File: src/rtl/spraid_pkg.sv
// Shared RAID-type constants, rebuild FSM encoding and source-set helpers.
// The VF_* states only exist when SPRAID_VERIFY_EN is defined.
package spraid_pkg;

  localparam logic [3:0] RAID1 = 4'd0;
  localparam logic [3:0] RAID0 = 4'd1;
  localparam logic [3:0] RAID5 = 4'd5;

  typedef enum logic [2:0] {
    S_IDLE     = 3'd0,
    S_RD_ISSUE = 3'd1,
    S_RD_WAIT  = 3'd2,
    S_WR_ISSUE = 3'd3,
    S_WR_WAIT  = 3'd4,
`ifdef SPRAID_VERIFY_EN
    S_VF_ISSUE = 3'd5,
    S_VF_WAIT  = 3'd6,
`endif
    S_NEXT     = 3'd7
  } state_t;

  // RAID0 carries no redundancy, so there is nothing to rebuild from.
  function automatic logic type_ok(input logic [3:0] raid_type);
    case (raid_type)
      RAID1, RAID5: return 1'b1;
      RAID0:        return 1'b0;
      default:      return 1'b0;
    endcase
  endfunction

  function automatic logic [3:0] drive_bit(input logic [1:0] idx);
    return 4'b0001 << idx;
  endfunction

  function automatic logic [3:0] src_set(input logic [3:0] raid_type, input logic [1:0] failed);
    if (raid_type == RAID1) return (failed != 2'd0) ? 4'b0001 : 4'b0010;
    return ~drive_bit(failed);
  endfunction

endpackage

File: src/rtl/spraid_wait_timer.sv
// Drive busy-wait qualifier with timeout for the rebuild sequencer.
// Down-counter loaded on each issue cycle; terminal count flags the timeout.
module spraid_wait_timer #(
  parameter int TIMEOUT_CYC = 4096
) (
  input  logic       clk,
  input  logic       reset,
  input  logic       load,
  input  logic       active,
  input  logic [3:0] mask,
  input  logic [3:0] drv_busy,
  output logic       ready,
  output logic       timeout
);

  localparam int            CW       = $clog2(TIMEOUT_CYC + 1);
  localparam logic [CW-1:0] LOAD_VAL = CW'(TIMEOUT_CYC - 1);

  logic [CW-1:0] cnt_q, cnt_d;
  logic          first_q, first_d;

  always_ff @(posedge clk or posedge reset) begin
    if (reset) begin
      cnt_q   <= '0;
      first_q <= 1'b0;
    end else begin
      cnt_q   <= cnt_d;
      first_q <= first_d;
    end
  end

  // Busy is not trusted in the first wait cycle: the drive may not have raised it yet.
  always_comb begin
    ready   = active && !first_q && ((drv_busy & mask) == 4'd0);
    timeout = active && !ready && (cnt_q == '0);
    cnt_d   = cnt_q;
    first_d = first_q;
    if (load) begin
      cnt_d   = LOAD_VAL;
      first_d = 1'b1;
    end else if (active) begin
      first_d = 1'b0;
      if (cnt_q != '0) cnt_d = cnt_q - 1'b1;
    end
  end

endmodule

File: src/rtl/raid_rebuild_seq.sv
// RAID1/RAID5 rebuild sequencer: read sources, write reconstructed byte to the replaced drive.
// Optional per-byte read-back verify enabled by SPRAID_VERIFY_EN.
//
// state    | meaning
// IDLE     | waiting for start
// RD_ISSUE | read strobe on source drives
// RD_WAIT  | wait source busy, capture rebuild byte
// WR_ISSUE | write strobe on failed drive
// WR_WAIT  | wait failed-drive busy
// VF_ISSUE | read back failed drive (verify build)
// VF_WAIT  | wait, compare read-back (verify build)
// NEXT     | abort check, finish or advance address
module raid_rebuild_seq
  import spraid_pkg::*;
#(
  parameter int ADDR_W      = 16,
  parameter int TIMEOUT_CYC = 4096
) (
  input  logic              clk,
  input  logic              reset,
  input  logic              start,
  input  logic              abort,
  input  logic [3:0]        raid_type,
  input  logic [1:0]        failed_drive,
  input  logic [ADDR_W-1:0] start_addr,
  input  logic [ADDR_W-1:0] end_addr,
  output logic [3:0]        drv_read,
  output logic [3:0]        drv_write,
  output logic [ADDR_W-1:0] drv_addr,
  output logic [7:0]        drv_wdata,
  input  logic [7:0]        drv_rdata0,
  input  logic [7:0]        drv_rdata1,
  input  logic [7:0]        drv_rdata2,
  input  logic [7:0]        drv_rdata3,
  input  logic [3:0]        drv_busy,
  output logic              busy,
  output logic              done,
  output logic              err,
  output logic [ADDR_W-1:0] progress_addr
);

  state_t            state_q, state_d;
  logic [ADDR_W-1:0] addr_q, addr_d, end_q, end_d;
  logic [3:0]        type_q, type_d;
  logic [1:0]        failed_q, failed_d;
  logic [7:0]        data_q, data_d;
  logic              done_q, done_d, err_q, err_d;

  logic [7:0] rdata [4];
  logic [7:0] rd_xor;
  logic [3:0] src_mask, tgt_mask, wait_mask;
  logic       tmr_load, tmr_active, tmr_ready, tmr_timeout;

  assign rdata    = '{drv_rdata0, drv_rdata1, drv_rdata2, drv_rdata3};
  assign src_mask = src_set(type_q, failed_q);
  assign tgt_mask = drive_bit(failed_q);

  // RAID1 has a single source bit set, so the same XOR reduction covers both modes.
  always_comb begin
    rd_xor = '0;
    for (int i = 0; i < 4; i++) begin
      if (src_mask[i]) rd_xor = rd_xor ^ rdata[i];
    end
  end

  spraid_wait_timer #(.TIMEOUT_CYC(TIMEOUT_CYC)) u_wait_timer (
    .clk      (clk),
    .reset    (reset),
    .load     (tmr_load),
    .active   (tmr_active),
    .mask     (wait_mask),
    .drv_busy (drv_busy),
    .ready    (tmr_ready),
    .timeout  (tmr_timeout)
  );

  always_ff @(posedge clk or posedge reset) begin
    if (reset) begin
      state_q  <= S_IDLE;
      addr_q   <= '0;
      end_q    <= '0;
      type_q   <= '0;
      failed_q <= '0;
      data_q   <= '0;
      done_q   <= 1'b0;
      err_q    <= 1'b0;
    end else begin
      state_q  <= state_d;
      addr_q   <= addr_d;
      end_q    <= end_d;
      type_q   <= type_d;
      failed_q <= failed_d;
      data_q   <= data_d;
      done_q   <= done_d;
      err_q    <= err_d;
    end
  end

  always_comb begin
    state_d  = state_q;
    addr_d   = addr_q;
    end_d    = end_q;
    type_d   = type_q;
    failed_d = failed_q;
    data_d   = data_q;
    done_d   = 1'b0;
    err_d    = 1'b0;
    case (state_q)
      S_IDLE: begin
        if (start) begin
          if (type_ok(raid_type) && (start_addr <= end_addr)) begin
            addr_d   = start_addr;
            end_d    = end_addr;
            type_d   = raid_type;
            failed_d = failed_drive;
            state_d  = S_RD_ISSUE;
          end else begin
            err_d = 1'b1;
          end
        end
      end
      S_RD_ISSUE: state_d = S_RD_WAIT;
      S_RD_WAIT: begin
        if (tmr_timeout) begin
          err_d   = 1'b1;
          state_d = S_IDLE;
        end else if (tmr_ready) begin
          data_d  = rd_xor;
          state_d = S_WR_ISSUE;
        end
      end
      S_WR_ISSUE: state_d = S_WR_WAIT;
      S_WR_WAIT: begin
        if (tmr_timeout) begin
          err_d   = 1'b1;
          state_d = S_IDLE;
        end else if (tmr_ready) begin
`ifdef SPRAID_VERIFY_EN
          state_d = S_VF_ISSUE;
`else
          state_d = S_NEXT;
`endif
        end
      end
`ifdef SPRAID_VERIFY_EN
      S_VF_ISSUE: state_d = S_VF_WAIT;
      S_VF_WAIT: begin
        if (tmr_timeout) begin
          err_d   = 1'b1;
          state_d = S_IDLE;
        end else if (tmr_ready) begin
          if (rdata[failed_q] != data_q) begin
            err_d   = 1'b1;
            state_d = S_IDLE;
          end else begin
            state_d = S_NEXT;
          end
        end
      end
`endif
      S_NEXT: begin
        if (abort) begin
          err_d   = 1'b1;
          state_d = S_IDLE;
        end else if (addr_q == end_q) begin
          done_d  = 1'b1;
          state_d = S_IDLE;
        end else begin
          addr_d  = addr_q + 1'b1;
          state_d = S_RD_ISSUE;
        end
      end
      default: state_d = S_IDLE;
    endcase
  end

  always_comb begin
    drv_read   = '0;
    drv_write  = '0;
    wait_mask  = '0;
    tmr_load   = 1'b0;
    tmr_active = 1'b0;
    case (state_q)
      S_RD_ISSUE: begin
        drv_read = src_mask;
        tmr_load = 1'b1;
      end
      S_RD_WAIT: begin
        wait_mask  = src_mask;
        tmr_active = 1'b1;
      end
      S_WR_ISSUE: begin
        drv_write = tgt_mask;
        tmr_load  = 1'b1;
      end
      S_WR_WAIT: begin
        wait_mask  = tgt_mask;
        tmr_active = 1'b1;
      end
`ifdef SPRAID_VERIFY_EN
      S_VF_ISSUE: begin
        drv_read = tgt_mask;
        tmr_load = 1'b1;
      end
      S_VF_WAIT: begin
        wait_mask  = tgt_mask;
        tmr_active = 1'b1;
      end
`endif
      default: ;
    endcase
  end

  assign busy          = (state_q != S_IDLE);
  assign done          = done_q;
  assign err           = err_q;
  assign drv_addr      = addr_q;
  assign progress_addr = addr_q;
  assign drv_wdata     = data_q;

endmodule

File: config.mk
export PLATFORM = sky130hd
export DESIGN_NAME = raid_rebuild_seq
export DESIGN_NICKNAME = d
export VERILOG_FILES = /design/src/rtl/spraid_pkg.sv /design/src/rtl/spraid_wait_timer.sv /design/src/rtl/raid_rebuild_seq.sv
export SDC_FILE = /design/constraint.sdc
export NUM_CORES = 1
export LEC_CHECK = 0
export BUFFER_PORTS_ARGS = -buffer_cell sky130_fd_sc_hd__buf_2
export CORE_MARGIN = 1.5
export CORE_UTILIZATION = 40
export DETAILED_ROUTE_END_ITERATION = 8
export PLACE_DENSITY = 0.66
export SLEW_MARGIN = 20
export SYNTH_ARGS = -nofsm -noshare
export SYNTH_HDL_FRONTEND = slang
export SYNTH_HIERARCHICAL = 1
export SYNTH_SLANG_ARGS = --single-unit
export TNS_END_PERCENT = 20
File: constraint.sdc
create_clock -name clk -period 8.55 [get_ports clk]
set_input_delay 0.855 -clock clk [delete_from_list [all_inputs] [get_ports clk]]
set_output_delay 0.855 -clock clk [all_outputs]
set_load 0.005 [all_outputs]
== Word-level counts from Yosys, hierarchy flattened ==
Cells that the tools add are included.

* Magnitude comparators: 1
* Bitwise gates (word level): 6
* Shifts and indexed selects: 1
* Multiplexer cells: 43
* Eq/ne operators: 13
* Add/sub/neg operators: 2
* Reductions and logical operators: 26

{| class="wikitable"
|+ Operators by type and width
! kind !! count
|-
| 2-to-1 mux 16 bit || 4
|-
| 2-to-1 mux 13 bit || 3
|-
| 2-to-1 mux 8 bit || 4
|-
| one-hot mux 16 bit (2 select lines) || 1
|-
| bitwise XOR 8 bit || 3
|-
| 2-to-1 mux 3 bit || 6
|-
| one-hot mux 3 bit (6 select lines) || 1
|-
| 2-to-1 mux 1 bit || 17
|-
| adder 16 x 1 -> 16 bit (second input constant) || 1
|-
| == test 16 bit || 1
|-
| less-or-equal comparator 16 bit || 1
|-
| 2-to-1 mux 4 bit || 4
|-
| zero test 13 bit || 1
|-
| nonzero test 13 bit || 1
|-
| subtractor 13 x 1 -> 13 bit (second input constant) || 1
|-
| zero test 4 bit || 3
|-
| != test 2 bit (second input constant) || 4
|-
| one-hot mux 4 bit (2 select lines) || 1
|-
| nonzero test 2 bit || 4
|-
| == test 3 x 2 -> 1 bit (second input constant) || 2
|-
| == test 3 bit (second input constant) || 2
|-
| != test 3 bit (second input constant) || 2
|-
| AND reduction 3 bit || 2
|-
| OR reduction 2 bit || 3
|-
| other kinds (15) || 20
|}

* Output and inout port bits: 51
* Flip-flop bits (word level): 65
* Word-level logic and storage cells: 102
* Input bits: 78

== Longest topological paths before layout ==
* Word-level depth: 13
* Depth in mapped cells: 13
* Mapped depth without buffers: 11

== By module ==
The synthesis kept the hierarchy.

{| class="wikitable"
|+ Modules (own cells, without submodules)
! module !! cells an instance !! area an instance (um2) !! instances !! sequential area each (um2)
|-
| raid_rebuild_seq || 414 || 3679.8 || 1 || 1276.2
|-
| spraid_wait_timer || 86 || 848.3 || 1 || 350.3
|}

== Worst setup path before layout ==
No wires, ideal clock.

* Kind: register -> register
* From: reg u_wait_timer.cnt_q[0]
* To: reg data_q[0] (netlist: drv_wdata[0])
* Cell stages (with the launch flop): 10
* Buffers on the path: 1
* Period minus slack after synthesis: 2.740 ns
* Required time: 8.418 ns
* Path slack: 5.810 ns
* Library setup time: 0.132 ns
* Arrival time: 2.608 ns
* Cells stage by stage: dfrtp_1 inv_1 ha_1 or3b_2 nor4b_4 nor4b_1 nor2_1 nand3_1 buf_1 o21ai_1

* Longest elaborated chain between the ends: 4

{| class="wikitable"
|+ Ends and longest elaborated chain
! element !! line !! RTL
|-
| start: declaration || spraid_wait_timer.sv:19 || <nowiki>logic [CW-1:0] cnt_q, cnt_d;</nowiki>
|-
| start signal: assignment || spraid_wait_timer.sv:27 || <nowiki>cnt_q <= cnt_d;</nowiki>
|-
| zero test 13 bit || spraid_wait_timer.sv:35 || <nowiki>timeout = active && !ready && (cnt_q == '0);</nowiki>
|-
| logical AND 1 bit || spraid_wait_timer.sv:35 ||
|-
| named net tmr_timeout || raid_rebuild_seq.sv:52 || <nowiki>logic tmr_load, tmr_active, tmr_ready, tmr_timeout;</nowiki>
|-
| NOT 1 bit (no line) || n/a ||
|-
| AND reduction 3 bit (no line) || n/a ||
|-
| end signal: assignment || raid_rebuild_seq.sv:93 || <nowiki>data_q <= data_d;</nowiki>
|-
| end: declaration || raid_rebuild_seq.sv:46 || <nowiki>logic [7:0] data_q, data_d;</nowiki>
|}

The timed path passes the listed nets, and every way through them passes these cells.
A chain may end at the register's enable or synchronous reset.

== Final worst setup path ==
* From: reg failed_q[0]
* To: reg data_q[7] (netlist: drv_wdata[7])

* Longest elaborated chain between the ends: 13
* Elaborated cells on any way between the ends: 22
* Classes of those cells: shift (1); mux (8); bitwise (6); reduce/logical (7)

{| class="wikitable"
|+ Ends and longest elaborated chain
! element !! line !! RTL
|-
| start: declaration || raid_rebuild_seq.sv:45 || <nowiki>logic [1:0] failed_q, failed_d;</nowiki>
|-
| start signal: assignment || raid_rebuild_seq.sv:92 || <nowiki>failed_q <= failed_d;</nowiki>
|-
| nonzero test 2 bit || spraid_pkg.sv:36 || <nowiki>if (raid_type == RAID1) return (failed != 2'd0) ? 4'b0001 : 4'b0010;</nowiki>
|-
| 2-to-1 mux 2 bit || spraid_pkg.sv:36 ||
|-
| 2-to-1 mux 4 bit || spraid_pkg.sv:36 ||
|-
| 2-to-1 mux 4 bit || spraid_pkg.sv:37 || <nowiki>return ~drive_bit(failed);</nowiki>
|-
| one-hot mux 4 bit (2 select lines) * || raid_rebuild_seq.sv:183 || <nowiki>case (state_q)</nowiki>
|-
| named net wait_mask[1] || raid_rebuild_seq.sv:51 || <nowiki>logic [3:0] src_mask, tgt_mask, wait_mask;</nowiki>
|-
| bitwise AND 4 bit * || spraid_wait_timer.sv:34 || <nowiki>ready = active && !first_q && ((drv_busy & mask) == 4'd0);</nowiki>
|-
| zero test 4 bit * || spraid_wait_timer.sv:34 ||
|-
| logical AND 1 bit * || spraid_wait_timer.sv:34 ||
|-
| named net tmr_ready || raid_rebuild_seq.sv:52 ||
|-
| zero test 1 bit * || spraid_wait_timer.sv:35 ||
|-
| logical AND 1 bit * (2 in series) || spraid_wait_timer.sv:35 ||
|-
| named net tmr_timeout || raid_rebuild_seq.sv:52 ||
|-
| NOT 1 bit (no line) * || n/a ||
|-
| AND reduction 3 bit (no line) * || n/a ||
|}

The timed path passes the listed nets; every way through them passes the cells marked *. The select of a mux whose other input is x is not followed.

==> results_dict.tcl <==
set metrics [dict create \
    cts_resized 0 \
    postCtsHoldBufs 0 \
    cts_buffers 9 \
    layout_common_cells "128 x buf_2, 75 x nand2_1, 65 x dfrtp_1, 25 x nor2_1, 25 x xnor2_1" \
    finalSetupViolations 0 \
    skew_ns 0.00767 \
    synth_top_flop_cell "dfrtp_1" \
    drt_wl_total_mm 11.6 \
    drive_above_1_share 0.302 \
    path_clk_slew_ns 0.06 \
    start_kind "flop" \
    power.density_nw_per_um2 318 \
    maxCapViolations 0 \
    antenna_left 0 \
    reg2reg_to "drv_wdata[7]" \
    core_um2 10900 \
    viasPerCell 5.27 \
    wl_per_cell_um 15.4 \
    port_buffers 128 \
    cts_setup_buffers 0 \
    cts-root-buf "clkbuf_16" \
    start_util 0.414 \
    grt_pass1_vias 3742 \
    synth-edff-count 0 \
    htree_levels 3 \
    async_flop_share 1.00 \
    period_share 0.394 \
    num_io_pins 129 \
    yosys_warnings 6 \
    syn_nets 597 \
    tns_ns 0 \
    critPathArrivalTime_ns 3.56 \
    die_area_um2 12000 \
    fmax_mhz 297 \
    nNetsFinal 701 \
    antenna_found_initial 1 \
    cp-end-kind "flop" \
    drcViolationCount 0 \
    slew_viol_final 0 \
    worst_pin_slew_ns 1.07 \
    grt_pass1_wl_mm 18.7 \
    fin_area_um2 5410 \
    placed_area_um2 5110 \
    rows 38 \
    layout_commonest_cell "buf_2" \
    postSynthAreaPerCell_um2 9.06 \
    synth-seq-cells 65 \
    holdPathStages 1 \
    post-route-util 0.494 \
    nFillCells 1070 \
    required_ns 8.74 \
    antenna_cells 0 \
    crit_type "flop to flop" \
    timing.rr.start "failed_q[0]" \
    cts_tree "yes" \
    synth.area.top_cells "dfrtp_1 36%, nand2_1 6.2%, ha_1 5.3%" \
    ir_drop_mv 0.117 \
    rsz0062_at_grt "false" \
    r2r_cells 10 \
    r2r_setup_slack_ns 5.18 \
    min-delay-start "u_wait_timer/first_q" \
    grt_max_degree 52 \
    drt-initial-drc-count 170 \
    area_delta_synth_final_pct 19.4 \
    multi_input_area_um2 2560 \
    path_max_fanout 16 \
    relSlewSlack 0.289 \
    clock_latency_ns 0.32 \
    hold_viol_final 0 \
    mappedNetlistArea_um2 4530 \
    yosys.area.top_type "dfrtp_1" \
    die_width_um 109 \
    synth_cells 500 \
    dp.cells 733 \
    overflow 0 \
    fin_cells 749 \
    p_leak_nw 2.49 \
    final.min_clock_period_ns 3.37 \
    holdPathEnd "u_wait_timer/first_q" \
    fp.dieH_um 109 \
    status "finished clean" \
    grt_usage 0.202 \
    hold_class "flop to flop" \
    firstDrtPassIters 4 \
    num_vias 3949 \
    gp_congestion 0.838 \
    synth_top_area_frac 0.359 \
    yosysUniqueCellTypes 60 \
    yosysSeqAreaShare 0.359 \
    dpl.hpwl_mm 8.62 \
    clock-sinks 65 \
    seqCellArea_um2 1630 \
    cts_buffer_depth 2 \
]
-- synthesized netlist by cell type, drive strengths merged (5+ instances only) --
master and number:
ha 19, nand4 6, nand3 10, nor4 9
or3 10, nor3 9, xor2 17, xnor2 25
inv 25, nor2 25, nor2b 13, mux2 20
a21oi 41, buf 28, and3 6, clkbuf 9
nand2b 5, dfrtp 65, o21ai 33, nand2 75
-- area by class of cell --
| cell class | instances | share of cell area |
|---|---|---|
| clock buffer | 13 | 0.0463 |
| clock inverter | 3 | 0.00741 |
| inverter | 25 | 0.0176 |
| multi-input combinational | 373 | 0.474 |
| sequential | 65 | 0.301 |
| tap | 140 | 0.0324 |
| timing repair buffer | 130 | 0.121 |
-- worst max-delay path, stage by stage, from the launching register on --
cell and delay, ns:
dfrtp_1 0.43, nor2b_1 0.18, a21oi_1 0.66, a22oi_1 0.16, nor2_1 0.14, a222oi_1 0.10
and4b_1 0.24, nor4b_1 0.59, nor2_1 0.15, nand3_1 0.45, o21ai_1 0.15
-- per-stage QoR --
| stage | hold WS (ns) | setup slack, ns | power [mW] |
|---|---|---|---|
| after global placement | 0.455 | 5.25 | 1.34 |
| after global routing | 0.492 | 4.78 | 1.86 |
| after detailed placement | 0.460 | 5.16 | 1.36 |
| after CTS | 0.471 | 5.15 | 1.73 |
| final | 0.466 | 5.18 | 1.72 |
| after floorplan | 0.443 | 5.81 | 1.16 |
-- sequential cells by signal (all words and copies together), names as in the netlist --
| register | count |
|---|---|
| state_q | 3 |
| failed_q | 2 |
| drv_addr | 16 |
| u_wait_timer/cnt_q | 13 |
| err | 1 |
| drv_wdata | 8 |
| done | 1 |
| end_q | 16 |
| u_wait_timer/first_q | 1 |
| type_q | 4 |
-- cell families (layout without fill, tap and decap cells) --
group	Yosys count	count (layout)	synth area share
adders and majority gates	19	19	0.0525
buffers and inverters	62	171	0.0749
DFF	65	65	0.359
xor gates and xnor gates	42	42	0.0812
and+or+nand+nor	183	183	0.207
AOI/OAI and AO/OA	105	105	0.159
muxes	24	24	0.0669
-- worst max-delay path by stage --
| stage | slack, ns | end | start | cells after the start |
|---|---|---|---|---|
| floorplan | 5.81 | drv_wdata[0] | u_wait_timer/cnt_q[0] | 9 |
| global placement | 5.25 | drv_wdata[3] | type_q[3] | 11 |
| detailed placement | 5.16 | drv_wdata[7] | failed_q[0] | 10 |
| CTS | 5.15 | drv_wdata[7] | failed_q[0] | 10 |
| global route | 4.78 | drv_wdata[6] | failed_q[0] | 11 |
| finish | 5.18 | drv_wdata[7] | failed_q[0] | 10 |
-- power breakdown --
group          internal [mW]  switching [mW]  total (mW)
logic                  0.370           0.420       0.790
clock network          0.233           0.130       0.363
registers              0.422           0.143       0.565
total                   1.03           0.693        1.72
-- per-layer routing --
metal,track usage,vias up,part of all wire
met4,0.0649,2,0.012
met2,0.311,109,0.47
li1,-,1933,-
met1,0.275,1893,0.46
met5,0,-,0.0011
met3,0.0545,12,0.055
Power figures use the tool's default switching activity.
